`src/rtl/tt_sel_pkg.sv`:
```
// Shared definitions for the project-select loader: FSM encoding, default
// address width and the glitch-filter counter width.
package tt_sel_pkg;

  localparam logic [1:0] ST_IDLE   = 2'd0;
  localparam logic [1:0] ST_LOAD   = 2'd1;
  localparam logic [1:0] ST_ACTIVE = 2'd2;

  typedef enum logic [1:0] {
    IDLE   = ST_IDLE,
    LOAD   = ST_LOAD,
    ACTIVE = ST_ACTIVE
  } sel_state_e;

  localparam int DEF_ADDR_W = 10;

  // Wide enough to hold FILT_LEN itself.
  function automatic int filt_cnt_w(input int filt_len);
    return $clog2(filt_len + 1);
  endfunction

endpackage

```
`src/rtl/tt_sel_sync_filt.sv`:
```
// Synchronizer, glitch filter and edge detector for one asynchronous control pin.
// The filtered level only moves after FILT_LEN consecutive differing samples.
module tt_sel_sync_filt
  import tt_sel_pkg::*;
#(
  parameter int SYNC_STAGES = 2,
  parameter int FILT_LEN    = 4
) (
  input  logic clk,
  input  logic rst_n,
  input  logic pin,
  output logic level,
  output logic rise,
  output logic fall
);

  localparam int CNT_W = filt_cnt_w(FILT_LEN);
  localparam logic [CNT_W-1:0] CNT_LAST = CNT_W'(FILT_LEN - 1);

  logic [SYNC_STAGES-1:0] sync_r;
  logic [CNT_W-1:0]       cnt_r;
  logic                   level_r;
  logic                   level_d_r;
  logic                   sample_s;

  assign sample_s = sync_r[SYNC_STAGES-1];

  // Input synchronizer chain.
  always_ff @(posedge clk) begin
    if (!rst_n) begin
      sync_r <= '0;
    end else begin
      sync_r <= {sync_r[SYNC_STAGES-2:0], pin};
    end
  end

  // Glitch filter: any agreeing sample restarts the run count.
  always_ff @(posedge clk) begin
    if (!rst_n) begin
      cnt_r   <= '0;
      level_r <= 1'b0;
    end else if (sample_s != level_r) begin
      if (cnt_r == CNT_LAST) begin
        level_r <= sample_s;
        cnt_r   <= '0;
      end else begin
        cnt_r <= cnt_r + CNT_W'(1);
      end
    end else begin
      cnt_r <= '0;
    end
  end

  // One-cycle delay of the filtered level for edge detection.
  always_ff @(posedge clk) begin
    if (!rst_n) begin
      level_d_r <= 1'b0;
    end else begin
      level_d_r <= level_r;
    end
  end

  assign level = level_r;
  assign rise  = level_r & ~level_d_r;
  assign fall  = ~level_r & level_d_r;

endmodule

```
`src/rtl/tt_sel_addr_loader.sv`:
```
// Project-select front end: counts filtered sel_inc rises into a saturating
// address and issues a one-cycle load strobe when sel_ena is raised.
module tt_sel_addr_loader
  import tt_sel_pkg::*;
#(
  parameter int ADDR_W      = DEF_ADDR_W,
  parameter int SYNC_STAGES = 2,
  parameter int FILT_LEN    = 4
) (
  input  logic              clk,
  input  logic              rst_n,
  input  logic              sel_inc,
  input  logic              sel_ena,
  output logic [ADDR_W-1:0] addr,
  output logic              load,
  output logic              ena_o,
  output logic              ovf
);

  sel_state_e        state_r;
  sel_state_e        next_s;
  logic [ADDR_W-1:0] addr_r;
  logic [ADDR_W-1:0] addr_s;
  logic              ovf_r;
  logic              ovf_s;
  logic              load_r;
  logic              ena_r;

  logic inc_level_s, inc_rise_s, inc_fall_s;
  logic ena_level_s, ena_rise_s, ena_fall_s;
  logic unused_inc_s;

  tt_sel_sync_filt #(
    .SYNC_STAGES (SYNC_STAGES),
    .FILT_LEN    (FILT_LEN)
  ) u_inc_filt (
    .clk   (clk),
    .rst_n (rst_n),
    .pin   (sel_inc),
    .level (inc_level_s),
    .rise  (inc_rise_s),
    .fall  (inc_fall_s)
  );

  tt_sel_sync_filt #(
    .SYNC_STAGES (SYNC_STAGES),
    .FILT_LEN    (FILT_LEN)
  ) u_ena_filt (
    .clk   (clk),
    .rst_n (rst_n),
    .pin   (sel_ena),
    .level (ena_level_s),
    .rise  (ena_rise_s),
    .fall  (ena_fall_s)
  );

  // Only the rising edge of sel_inc is meaningful.
  assign unused_inc_s = inc_level_s ^ inc_fall_s;

  // Next-state, counter and overflow logic.
  always_comb begin
    next_s = state_r;
    addr_s = addr_r;
    ovf_s  = ovf_r;
    case (state_r)
      IDLE: begin
        if (inc_rise_s) begin
          if (&addr_r) begin
            ovf_s = 1'b1;
          end else begin
            addr_s = addr_r + ADDR_W'(1);
          end
        end else begin
          addr_s = addr_r;
        end
        if (ena_rise_s) begin
          next_s = LOAD;
        end else begin
          next_s = IDLE;
        end
      end
      LOAD: begin
        if (ena_level_s) begin
          next_s = ACTIVE;
        end else begin
          next_s = IDLE;
        end
      end
      ACTIVE: begin
        if (ena_fall_s) begin
          next_s = IDLE;
        end else begin
          next_s = ACTIVE;
        end
      end
      default: begin
        next_s = IDLE;
      end
    endcase
  end

  // State and registered outputs; strobes are decoded from the next state.
  always_ff @(posedge clk) begin
    if (!rst_n) begin
      state_r <= IDLE;
      addr_r  <= '0;
      ovf_r   <= 1'b0;
      load_r  <= 1'b0;
      ena_r   <= 1'b0;
    end else begin
      state_r <= next_s;
      addr_r  <= addr_s;
      ovf_r   <= ovf_s;
      load_r  <= (next_s == LOAD);
      ena_r   <= (next_s == ACTIVE);
    end
  end

  assign addr  = addr_r;
  assign load  = load_r;
  assign ena_o = ena_r;
  assign ovf   = ovf_r;

endmodule

```
`config.mk`:
```
export PLATFORM = sky130hd
export DESIGN_NAME = tt_sel_addr_loader
export DESIGN_NICKNAME = d
export VERILOG_FILES = /design/src/rtl/tt_sel_pkg.sv /design/src/rtl/tt_sel_sync_filt.sv /design/src/rtl/tt_sel_addr_loader.sv
export SDC_FILE = /design/constraint.sdc
export NUM_CORES = 1
export LEC_CHECK = 0
export BUFFER_PORTS_ARGS = -buffer_cell sky130_fd_sc_hd__buf_2
export CORE_ASPECT_RATIO = 0.75
export CORE_MARGIN = 1.5
export CORE_UTILIZATION = 54
export DETAILED_ROUTE_END_ITERATION = 12
export GPL_TIMING_DRIVEN = 0
export PLACE_DENSITY = 0.87
export SLEW_MARGIN = 5
export SYNTH_ARGS = -nofsm -noshare
export SYNTH_HDL_FRONTEND = slang
export SYNTH_SLANG_ARGS = --single-unit
```
`constraint.sdc`:
```
create_clock -name clk -period 2.1 [get_ports clk]
set_clock_uncertainty 0.05 [all_clocks]
set_input_delay 0.315 -clock clk [delete_from_list [all_inputs] [get_ports clk]]
set_output_delay 0.315 -clock clk [all_outputs]
set_load 0.05 [all_outputs]
```
==> Word-level counts from Yosys, hierarchy flattened <==
Cells that the tools add are included.
{ "word_totals": {"reg_bits": 29, "latch_bits": 0, "ram_bits": 0, "mem_bits_ro": 0, "in_bits": 4, "wordCells": 46, "mem_count": 0} }
{ "op_classes": {"n_addsub": 3, "n_mul": 0, "div_mod_pow": 0, "order_cmp": 0, "eq_ne": 8, "shift": 0, "muxes": 4, "bitwise_logic": 10, "n_reduce_logical": 8} }
{ "op_table": {"columns": ["cell", "n"], "rows": [
  ["$reduce_and 12->1", 1],
  ["$add 10x1->10 const B", 1],
  ["$reduce_and 10->1", 1],
  ["$not 1->1", 7],
  ["$add 3x1->3 const B", 2],
  ["$eq 3x2->1 const B", 2],
  ["$pmux 2 s3", 1],
  ["$reduce_or 3->1", 2],
  ["$eq 2x1->1 const B", 2],
  ["$eq 2x2->1 const B", 2],
  ["$mux 2", 2],
  ["$reduce_and 2->1", 2],
  ["$and 1x1->1", 3],
  ["$reduce_and 3->1", 1],
  ["$logic_not 2->1", 1],
  ["$ne 1x1->1", 2],
  ["$mux 1", 1]
]} }

==> Longest topological paths before layout <==
{ "depth": {"ltp_word": 5, "ltp_mapped": 5, "mapped_depth_nobuf": 5} }

==> Modules after synthesis <==
Synthesis repeated with hierarchy kept, for this count alone.
{ "unflattened": {"cells_unflattened": 114, "area_unflattened_um2": 1162.4} }
{ "modules_own_cells": {"columns": ["mod", "n_inst", "cells_each", "area_each_um2"], "rows": [
  ["tt_sel_addr_loader", 1, 72, 649.4],
  ["tt_sel_sync_filt", 2, 21, 256.5]
]} }

==> Least setup slack after synthesis <==
No wires, ideal clock.
{ "synth_timing": {"kind": "flip-flop to flip-flop", "from": "register addr_r[0], in the netlist addr[0]", "to": "register addr_r[2], in the netlist addr[2]", "setup_time_ns": 0.091, "arrival_time_ns": 1.781, "required_ns": 1.959, "slack_ns": 0.178, "stages_incl_launch_ff": 6, "n_path_buf": 0, "period_less_slack_ns": 1.922, "cell_sequence": "dfxtp_1 > ha_1 > nand3_1 > nor3_1 > nor2_1 > a311oi_1"} }
{ "synth_via": {"elab_chain_len": 3, "word_cells_on_any_way": 4, "classes_between": "1 x add/sub; 1 x bitwise; 2 x reduce/logical"} }
{ "synth_lines": {"columns": ["element", "line", "text"], "rows": [
  ["start, declared", "tt_sel_addr_loader.sv:22", "logic [ADDR_W-1:0] addr_r;"],
  ["start signal, assigned", "tt_sel_addr_loader.sv:112", "addr_r <= addr_s;"],
  ["branches (longest 3 deep; another with $add 10x1->10)", null, null]
]} }
Parallel ways; which one is timed is not known.
A chain may end at the register's enable or synchronous reset.

==> Final worst setup path <==
{ "layout_timing": {"from": "register addr_r[0], in the netlist addr[0]", "to": "register addr_r[3], in the netlist addr[3]"} }
The elaborated chain is that of the path after synthesis.

==> results by group <==
Outcome
  • Status: complete, no violations

Synth
  • Flops & latches, synth: 29
  • Mapped Cells: 116
  • Distinct cells, synth: 28
  • Synth Area per Inst: 9.79 µm²
  • Seq/Total Area, Yosys: 51.1%
  • Syn Nets: 125
  • Synthesized area: 1140 µm²
  • Synth warn: 0

Drt
  • DRC viols: 0
  • Drt total wl: 2.15 mm
  • Router iterations before antenna repair: 4
  • Vias: 900
  • Via density: 5.49
  • DRT antenna net count: 0
  • DR iter-0 viols: 48
  • WL/cell: 13.1 µm

Global routing
  • Largest net degree at the start of global routing: 11
  • First-pass GRT wire length: 3.57 mm
  • GRT Total Usage: 20.8%
  • Antenna violations before repair: 0
  • Overflow after GRT: 0
  • Number of global-route vias before repair: 781

Floorplan
  • I/O pin cnt: 17
  • Die area: 2390 µm²
  • Core box area: 2000 µm²
  • Initial core utilization: 56.9%
  • Die height: 42.7 µm
  • Site Rows: 14
  • Width of the die: 56.0 µm

Place
  • GP Congestion: 0.842
  • Post-DP HPWL: 1.50 mm
  • Port buffer count: 16
  • Setup WS pre-CTS: 404 ps
  • Dpl cells: 156

Clock network
  • Post_cts resized: 0
  • CTS Buffer Depth: 2
  • Clock transition at path regs: 100 ps
  • Root Buffer: clkbuf_4
  • Worst-Skew Late Latency: 340 ps
  • H-tree lvl count: 2
  • Num CTS Buffers: 5
  • CTS tree: built
  • Cts hold-fix bufs: 0
  • # Post-CTS Setup Buffers: 0
  • Sink Count: 29

Power
  • Pleak: 0.000563 µW
  • Worst vdd ir: 583 µV
  • Power per cell area: 792 nW/µm²
  • Pwr Total: 1050 µW

Cells and area
  • Layout Cells excl Fill: 164
  • Final net count: 148
  • Area Growth Syn to Fin: 17.2%
  • Fraction of layout cells with a size suffix above 1: 18.6%
  • N_diodes: 0

Worst setup path
  • Worst Setup End Kind: register
  • Kind of critical path: register to register
  • Worst EP arrival: 1960 ps
  • Crit path launch type: register
  • Worst Path Required: 2300 ps
  • Worst Path Max Fanout: 5

Flow run
  • Number of max-cap violations: 0

Timing
  • Endpoints failing hold: 0
  • Slew HR: 68.3%
  • Worst-Margin Slew: 473 ps
  • Peak Freq: 569 MHz
  • Min Tclk post-route: 1760 ps
  • Fin. max-slew vios: 0
  • Final worst setup slack: 343 ps
  • Setup TNS: 0 ps
  • Crit share post-route: 83.6%
  • RSZ-0062 raised after global routing: false
  • Final setup vio count: 0

Min path
  • Worst Hold Class: input pin to register
[per-layer routing]
layer | up-vias | GRT usage (%) | part of all wire [%]
li1 | 447 | - | -
met1 | 418 | 26.1 | 47
met2 | 28 | 28.7 | 43
met3 | 7 | 10.4 | 6.9
met4 | 0 | 12.4 | 2.8
met5 | - | 0 | 0
[sequential cells by signal, indices dropped and copies added (netlist names), 2 cells and up]
register,count
addr,10
u_ena_filt.cnt_r,3
u_inc_filt.cnt_r,3
state_r,2
u_ena_filt.sync_r,2
u_inc_filt.sync_r,2
[path summary, 6_finish.rpt]
check                                                    start  cells past startpoint  slack (ps)                               to
worst max-delay path                      addr[0]$_SDFFE_PN0P_                      5         340             addr[3]$_SDFFE_PN0P_
worst min-delay path                                   sel_ena                      2         130  u_ena_filt.sync_r[0]$_SDFF_PN0_
worst max register to register            addr[0]$_SDFFE_PN0P_                      5         340             addr[3]$_SDFFE_PN0P_
worst min register to register  u_inc_filt.cnt_r[0]$_SDFF_PP0_                      1         380   u_inc_filt.cnt_r[0]$_SDFF_PP0_
[cells in the mapped netlist, drive strengths merged]
library cell | number | share of area [%]
a21oi | 3 | 1.3
a22oi | 1 | 0.66
a311oi | 2 | 1.5
and2 | 6 | 3.3
and3 | 2 | 1.1
buf | 1 | 0.66
clkbuf | 1 | 0.33
dfxtp | 29 | 51
ha | 5 | 5.5
inv | 5 | 1.7
mux2i | 6 | 5.3
nand2 | 10 | 3.3
nand2b | 4 | 2.2
nand3 | 1 | 0.44
nand4 | 3 | 2.2
nor2 | 19 | 6.3
nor3 | 2 | 0.88
nor4 | 2 | 1.1
nor4b | 1 | 2.1
o211ai | 2 | 1.3
o21bai | 1 | 0.66
o31ai | 2 | 1.3
or3 | 2 | 1.1
or4 | 1 | 0.66
or4b | 1 | 0.88
xnor2 | 2 | 1.5
xor2 | 2 | 1.5
[area by class of cell]
class,instances,area (µm²)
buffer,2,11.3
clock inverter,1,30.0
clock buffer,7,55.1
fill,170,666
timing repair buffer,16,80.1
inverter,5,18.8
multi-input combinational,80,526
sequential,29,581
tap,24,30.0
[logic make-up after synthesis]
kind of cell / synth area share (%)
compound gates: 6.83
buf+inv: 2.64
flops: 51.1
simple gates: 25.5
mux: 5.29
fa+ha+maj: 5.51
xor+xnor: 3.08
[per-stage QoR]
step | utilization [%] | hold slack, ps | instance area [µm²]
after global placement | 62.4 | 356 | 1250
after floorplan | - | 349 | 1140
final | 66.7 | 132 | 1330
after CTS | 66.7 | 124 | 1330
after global routing | 66.7 | 120 | 1330
after detailed placement | 62.4 | 371 | 1250
[critical path, stage by stage, from the launching register on]
cell	delay, ps
dfxtp_1	390
ha_1	220
nand3_1	120
nor3_1	380
nor2_1	200
a311oi_1	300
[layout by cell type (no fill, tap or decap), types with 3 or more instances in the layout]
| cell | n |
|---|---|
| and2_1 | 6 |
| mux2i_1 | 6 |
| buf_2 | 16 |
| a21oi_1 | 3 |
| nand2b_1 | 4 |
| nor2_1 | 19 |
| inv_1 | 5 |
| nand2_1 | 10 |
| dfxtp_1 | 29 |
| clkbuf_4 | 5 |
| ha_1 | 5 |
[where the power goes]
| group | switching [µW] | internal [µW] |
|---|---|---|
| Combinational | 12.9 | 8.64 |
| Sequential | 1.94 | 554 |
| Clock | 193 | 284 |
| Total | 207 | 847 |
(Power assumes the default switching activity.)
